[config.mk]
export PLATFORM = sky130hd
export DESIGN_NAME = clock_pattern_detector
export DESIGN_NICKNAME = d
export VERILOG_FILES = /design/src/rtl/clock_pattern_detector.sv
export SDC_FILE = /design/constraint.sdc
export NUM_CORES = 1
export LEC_CHECK = 0
export ABC_AREA = 1
export CAP_MARGIN = 10
export CORE_MARGIN = 5
export CORE_UTILIZATION = 50
export DETAILED_ROUTE_END_ITERATION = 10
export GPL_TIMING_DRIVEN = 0
export HOLD_SLACK_MARGIN = 0.1
export PLACE_DENSITY = 0.76
export SLEW_MARGIN = 20
export SYNTH_ARGS = -nofsm -noshare
export SYNTH_HDL_FRONTEND = slang
export SYNTH_SLANG_ARGS = --single-unit
[constraint.sdc]
create_clock -name i_dig_clk -period 2 [get_ports i_dig_clk]
set_input_delay 0.2 -clock i_dig_clk [delete_from_list [all_inputs] [get_ports i_dig_clk]]
set_output_delay 0.2 -clock i_dig_clk [all_outputs]
set_load 0.1 [all_outputs]
[src/rtl/clock_pattern_detector.sv]
// RX-side MB clock-training pattern detector: locks onto the 1,1,0 gate pattern and
// checks it for NUM_CHECK_CYCLES cycles. Optional WAIT_LOCK timeout: CLK_PATTERN_DET_TIMEOUT_EN.
module clock_pattern_detector #(
    parameter int NUM_CHECK_CYCLES = 180,
    parameter int ERR_THRESHOLD    = 2,
    parameter int LOCK_TIMEOUT     = 64
) (
    input  logic       i_dig_clk,
    input  logic       i_rst_n,
    input  logic       i_start_clk_detect,
    input  logic       i_ltsm_in_reset,
    input  logic       i_clk_active,
    output logic       o_done,
    output logic       o_pass,
    output logic [7:0] o_err_count,
    output logic       o_locked
);

    localparam logic [1:0] ST_IDLE      = 2'd0;
    localparam logic [1:0] ST_WAIT_LOCK = 2'd1;
    localparam logic [1:0] ST_CHECK     = 2'd2;
    localparam logic [1:0] ST_DONE      = 2'd3;

    localparam int         CNT_W      = (NUM_CHECK_CYCLES > 1) ? $clog2(NUM_CHECK_CYCLES) : 1;
    localparam int         TMO_W      = $clog2(LOCK_TIMEOUT + 1);
    localparam logic [7:0] LP_ERR_THR = 8'(ERR_THRESHOLD);

`ifdef CLK_PATTERN_DET_TIMEOUT_EN
    localparam bit LP_TMO_EN = 1'b1;
`else
    localparam bit LP_TMO_EN = 1'b0;
`endif

    logic [1:0]       r_state;
    logic [1:0]       r_hist;
    logic [1:0]       r_phase;
    logic [CNT_W-1:0] r_cyc;
    logic [TMO_W-1:0] r_tmo;
    logic [7:0]       r_err;
    logic             r_done;
    logic             r_pass;
    logic             r_locked;

    logic [2:0] w_window;
    logic       w_lock_hit;
    logic       w_expected;
    logic       w_mismatch;
    logic [7:0] w_err_inc;
    logic [7:0] w_err_next;
    logic       w_last_check;
    logic       w_timeout;
    logic       w_abort;

    // The two stored samples plus the live one form the 3-sample window, so lock lands
    // on the edge that captures the idle slot and CHECK phase 0 is the next active slot.
    assign w_window     = {r_hist, i_clk_active};
    assign w_lock_hit   = (w_window == 3'b110);
    assign w_expected   = (r_phase != 2'd2);
    assign w_mismatch   = (i_clk_active != w_expected);
    assign w_err_inc    = (r_err == 8'hFF) ? r_err : (r_err + 8'd1);
    assign w_err_next   = w_mismatch ? w_err_inc : r_err;
    assign w_last_check = (r_cyc == CNT_W'(NUM_CHECK_CYCLES - 1));
    assign w_timeout    = LP_TMO_EN && (r_tmo == TMO_W'(LOCK_TIMEOUT - 1));
    assign w_abort      = i_ltsm_in_reset || !i_start_clk_detect;

    always_ff @(posedge i_dig_clk or negedge i_rst_n) begin
        if (!i_rst_n) begin
            r_state  <= ST_IDLE;
            r_hist   <= 2'b00;
            r_phase  <= 2'd0;
            r_cyc    <= '0;
            r_tmo    <= '0;
            r_err    <= 8'd0;
            r_done   <= 1'b0;
            r_pass   <= 1'b0;
            r_locked <= 1'b0;
        end else if (w_abort) begin
            // LTSM reset or a dropped request wins over everything, even the final check cycle.
            r_state  <= ST_IDLE;
            r_hist   <= 2'b00;
            r_phase  <= 2'd0;
            r_cyc    <= '0;
            r_tmo    <= '0;
            r_err    <= 8'd0;
            r_done   <= 1'b0;
            r_pass   <= 1'b0;
            r_locked <= 1'b0;
        end else begin
            case (r_state)
                ST_IDLE: begin
                    r_state  <= ST_WAIT_LOCK;
                    r_hist   <= 2'b00;
                    r_phase  <= 2'd0;
                    r_cyc    <= '0;
                    r_tmo    <= '0;
                    r_err    <= 8'd0;
                    r_done   <= 1'b0;
                    r_pass   <= 1'b0;
                    r_locked <= 1'b0;
                end
                ST_WAIT_LOCK: begin
                    r_hist <= w_window[1:0];
                    r_tmo  <= r_tmo + TMO_W'(1);
                    if (w_lock_hit) begin
                        r_state  <= ST_CHECK;
                        r_locked <= 1'b1;
                        r_phase  <= 2'd0;
                        r_cyc    <= '0;
                    end else if (w_timeout) begin
                        r_state  <= ST_DONE;
                        r_err    <= 8'hFF;
                        r_pass   <= 1'b0;
                        r_locked <= 1'b0;
                    end
                end
                ST_CHECK: begin
                    r_err   <= w_err_next;
                    r_phase <= (r_phase == 2'd2) ? 2'd0 : (r_phase + 2'd1);
                    r_cyc   <= r_cyc + CNT_W'(1);
                    if (w_last_check) begin
                        r_state <= ST_DONE;
                        r_pass  <= (w_err_next <= LP_ERR_THR);
                    end
                end
                ST_DONE: begin
                    r_done <= 1'b1;
                end
                default: begin
                    r_state <= ST_IDLE;
                end
            endcase
        end
    end

    assign o_done      = r_done;
    assign o_pass      = r_pass;
    assign o_err_count = r_err;
    assign o_locked    = r_locked;

endmodule

======== Word level (Yosys, flattened, before mapping) ========
Cells that the tools add are included.
word-level totals
  memories ................................ 0
  flip-flop bits (word level) ............. 25
  logic and storage cells ................. 59
  output and inout port bits .............. 11
  latch bits .............................. 0
  memory bits (read-only) ................. 0
  RAM bits ................................ 0
cells by class
  divide/modulo/power cells ............... 0
  shifts and indexed selects .............. 0
  reduce and logical (&&, ||, !) cells .... 11
  multiply operators ...................... 0
  bitwise operators ....................... 0
  eq/ne operators ......................... 11
  mux-type cells .......................... 25
  order comparisons ....................... 1
  $add $sub $neg .......................... 3
operator list
  cell                                                                              count
  8-bit 2-to-1 mux                                                                  5
  8-bit case mux with 3 select lines                                                1
  8-bit by 1-bit adder with 8-bit output, second input constant                     2
  8-bit equality test, second input constant                                        2
  8-bit case mux with 2 select lines                                                1
  2-bit 2-to-1 mux                                                                  7
  2-bit case mux with 3 select lines                                                2
  3-bit nonzero test                                                                3
  8-bit by 2-bit less-or-equal comparator with 1-bit output, second input constant  1
  2-bit equality test, second input constant                                        3
  3-bit != test, second input constant                                              2
  1-bit case mux with 2 select lines                                                3
  2-bit AND reduction                                                               3
  1-bit 2-to-1 mux                                                                  5
  2-bit case mux with 2 select lines                                                1
  4-bit nonzero test                                                                1
  3-bit equality test, second input constant                                        1
  3-bit AND reduction                                                               1
  2-bit by 1-bit adder with 2-bit output, second input constant                     1
  2-bit by 1-bit equality test with 1-bit output, second input constant             1
  2-bit logical NOT                                                                 1
  2-bit != test, second input constant                                              1
  1-bit logical NOT                                                                 1
  1-bit logical OR                                                                  1
  1-bit != test                                                                     1

======== Logic depth before layout (Yosys ltp) ========
  word-level depth ........................ 7
  gate-level depth with buffers ........... 13

======== Worst setup path before layout ========
OpenSTA, ideal clock, no wires.
  kind .................................... register to register
  start ................................... reg r_err[0], in the netlist o_err_count[0]
  end ..................................... reg r_pass, in the netlist o_pass
  library setup time ...................... 120 ps
  required time ........................... 1,880 ps
  cell stages (with the launch flop) ...... 13
  setup slack ............................. -232 ps
  arrival time ............................ 2,112 ps
  cell sequence ........................... dfrtp_1 ha_1 nand2_2 nor2_1 nand2_2 nand2_1 nand2_1 nand2_1 nand2_1 nand2_1 nor2_1 nand2_1 nand2_1
on the way
  word-level cells in the longest chain between the ends .. 7
  elaborated cells on any way between the ends .. 8
  classes of those cells .................. add/sub: 1; order compare: 1; eq/ne: 1; mux: 5
RTL lines
  what                                                                           line  text
  start, declared                                                                39    logic [7:0] r_err;
  start signal, assigned                                                         117   r_err <= w_err_next;
  8-bit by 1-bit adder with 8-bit output or 8-bit equality test (tied branches)  60    assign w_err_inc = (r_err == 8'hFF) ? r_err : (r_err + 8'd1);
  8-bit 2-to-1 mux                                                               60
  8-bit 2-to-1 mux (*)                                                           61    assign w_err_next = w_mismatch ? w_err_inc : r_err;
  8-bit by 2-bit less-or-equal comparator with 1-bit output (*)                  122   r_pass <= (w_err_next <= LP_ERR_THR);
  1-bit 2-to-1 mux (*)                                                           120   if (w_last_check) begin
  1-bit case mux with 2 select lines (*)                                         89    case (r_state)
  1-bit 2-to-1 mux (*)                                                           77    end else if (w_abort) begin
  end signal, assigned                                                           122
  end, declared                                                                  41    logic r_pass;
Every way passes the cells marked *; elsewhere a longest branch is shown, timed or not. The select of a mux whose other input is x is not followed.
A chain may end at the register's enable or synchronous reset.

======== Final worst setup path ========
  start ................................... reg r_err[2], in the netlist o_err_count[2]
  end ..................................... out o_err_count[2]
RTL lines
  what           line  text
  end, declared  15    output logic [7:0] o_err_count,
No word-level cell between the ends.

==> results.txt <==
Run status - finished clean
Number of distinct library cells after synthesis - 28
Leading cell types by total area after synthesis - sky130_fd_sc_hd__dfrtp_1 40%, sky130_fd_sc_hd__nand2_1 12%, sky130_fd_sc_hd__inv_1 6.4%
Area enclosed by the die boundary - 0.00437 mm²
Initial core utilization - 0.520
Total global-route track usage - 0.171
Setup TNS Final - 0 ns
Combinational family with the most area after synthesis - simple AND/OR/NAND/NOR gates
Worst skew pair latency - 0.32 ns
First-pass GRT wire length - 5.70 mm
Endpoint kind of the worst setup timing path - output pin
Via count of the first global-routing pass - 1,291
Data required time of the critical path - 1.80 ns
Final global-route overflow total - 0
Shortest clock period the worst path allows after layout - 1.86 ns
Layout cell share with drive strength beyond 1 - 0.137
H-tree lvl count - 1
Clock slew at reported path FFs - 0.14 ns
Number of cell rows - 20
Final period util - 0.932
Max-cap viol count - 0
Maximum root-to-sink buffer count - 2
Share of synthesized area occupied by flip-flops and latches - 0.397
Post-synthesis compound-gate area fraction - 0.119
Cell Area, Synth - 0.00158 mm²
Pwr/cell area - 620 mW/mm²
Chip Height - 66.1 µm
DIE WIDTH - 66.1 µm
CTS Sinks - 25
Count of inserted antenna diode cells - 0
Cells after synthesis - 207
Floorplan core area - 0.00303 mm²
Crit path arrival time - 1.66 ns
Max IR drop VDD - 0.000507 V
Highest net fanout along the worst path - 5
Total of endpoints with negative setup slack in the final report - 0
Register-to-register setup slack - 0.26 ns
DR DRC count - 0
Fin cells - 271
Kind of path behind the tightest hold check - in2async
Synth-to-Final Area Change - 14.4%
Critical path start-end classification - reg2out
Setup repair after global routing missed its margin - false
Pin count of the biggest net entering global routing - 26
Antenna violation net count after detailed routing - 0
Final hold violation count - 0
TritonCTS buffer count - 3
Mean area per synthesized cell - 7.61 µm²
First-pass iteration count of the detailed router - 4
Setup slack at placement - 0.213 ns
Nets - 239
Category of cells accounting for the largest share of critical-path delay - buffers and inverters
Pins Over Slew Limit - 0
Antenna violations before repair - 0
Buffer type at the clock tree root - sky130_fd_sc_hd__clkbuf_4
Global placer's final weighted congestion - 0.856
Number of buffer and inverter stages on the critical path - 1
Largest stage delay, worst path - 0.88 ns
Routed wirelength normalized by instance count - 12.1 µm
Kind of start point of the critical path - register
Net count of the mapped netlist - 218
Worst Hold Margin - 0.385 ns
Max Fclk - 0.537 GHz
Multiplexer share of the synthesized area - 0
Static Leak - 0.846 nW
Cell taking the most area after synthesis - sky130_fd_sc_hd__dfrtp_1
Via/cell ratio - 4.98
Total I/O pin count - 16
Library cell contributing the largest single delay on the critical path - sky130_fd_sc_hd__dlygate4sd2_1
Commonest cells after routing, fill and taps aside - 51 x sky130_fd_sc_hd__nand2_1, 27 x sky130_fd_sc_hd__inv_1, 23 x sky130_fd_sc_hd__dfrtp_1
# port buffers - 15
Placed cells - 266
Post-synth top area share - 0.397
Fraction of the mapped netlist area in simple logic gates - 0.336
Worst Max-Slew Pin Slew - 0.957 ns
Post-synthesis adder-cell area fraction - 0.0477
Clock tree from TritonCTS - built
Worst setup margin - 0.137 ns
Placed wire-length estimate after detailed placement - 2.57 mm
Xor and xnor area share after synthesis - 0.0167
Clock Skews - 0.00632 ns
Commonest non-fill, non-tap cell in the layout - sky130_fd_sc_hd__nand2_1
Routed WL - 3.29 mm
Seq cells post-synth - 25
Detailed Route Iter0 Violations - 119
List of cells traversed by the critical path - dlygate4sd2_1
YS warnings - 0
Max_slew headroom - 0.364
Via count - 1,349
-- state kept, by name, summed over array words and instances, names as in the netlist --
name         flops
o_err_count      8
r_cyc            8
r_hist           2
r_phase          2
r_state          2
o_done           1
o_locked         1
o_pass           1
-- synth_stat cells, drive strengths merged --
cell     n
a21oi   10
a22o     1
buf      1
dfrtp   25
ha       6
inv     32
nand2   60
nand3   19
nand3b   1
nand4    4
nor2    22
nor3     1
o21ai   14
o21bai   1
o22ai    7
xnor2    2
xor2     1
-- per-layer routing --
metal / global-route usage / vias to the layer above / share of wire
met5: 0 / - / 0
met4: 0.0457 / 0 / 0.010
met3: 0.0255 / 4 / 0.049
met2: 0.301 / 33 / 0.50
met1: 0.217 / 601 / 0.44
li1: - / 711 / -
-- kinds of logic after synthesis --
group	Yosys count
adders and majority gates	6
xor gates and xnor gates	3
AOI/OAI and AO/OA	33
and+or+nand+nor	107
DFF	25
buffers and inverters	33
-- path summary, 6_finish.rpt --
path	startpoint	to	cells past startpoint
max	o_err_count[2]	o_err_count[2]	1
max reg2reg	r_state[0]	r_cyc[4]	8
max in group asynchronous	i_rst_n	o_err_count[1]	2
min in group i_dig_clk	o_pass	o_pass	2
min reg2reg	o_pass	o_pass	2
min	i_rst_n	o_err_count[0]	2
-- area by class of cell --
| type | count | area (µm²) |
|---|---|---|
| flip-flops and latches | 25 | 628 |
| inverters | 32 | 120 |
| clock inverters | 1 | 5.00 |
| well taps | 44 | 55.1 |
| repair buffers | 16 | 141 |
| fillers | 295 | 1230 |
| clock buffers | 3 | 22.5 |
| multi-input cells | 149 | 818 |
| plain buffers | 1 | 11.3 |
-- stage by stage --
step                       util  total power [W]  area, µm²
after global placement    0.589         0.000887       1780
final                     0.595          0.00112       1800
after global routing      0.595          0.00120       1800
after CTS                 0.595          0.00113       1800
after detailed placement  0.587         0.000901       1780
after floorplan               -         0.000812       1580
-- what timing repair did --
| item | in CTS | in global routing |
|---|---|---|
| hold buffers | 1 | 0 |
| setup endpoints to repair | 11 | 0 |
| resized for setup | 11 | 0 |
| buffers inserted | 0 | 0 |
| hold endpoints to repair | 25 | 0 |
-- where the power goes --
part	internal (W)	switching, W	leakage, nW
Clock	0.0000749	0.000156	0.0177
Combinational	0.0000911	0.000236	0.485
Sequential	0.000533	0.0000264	0.344
Total	0.000699	0.000418	0.846
No activity file was read; power rests on OpenSTA's default activity.
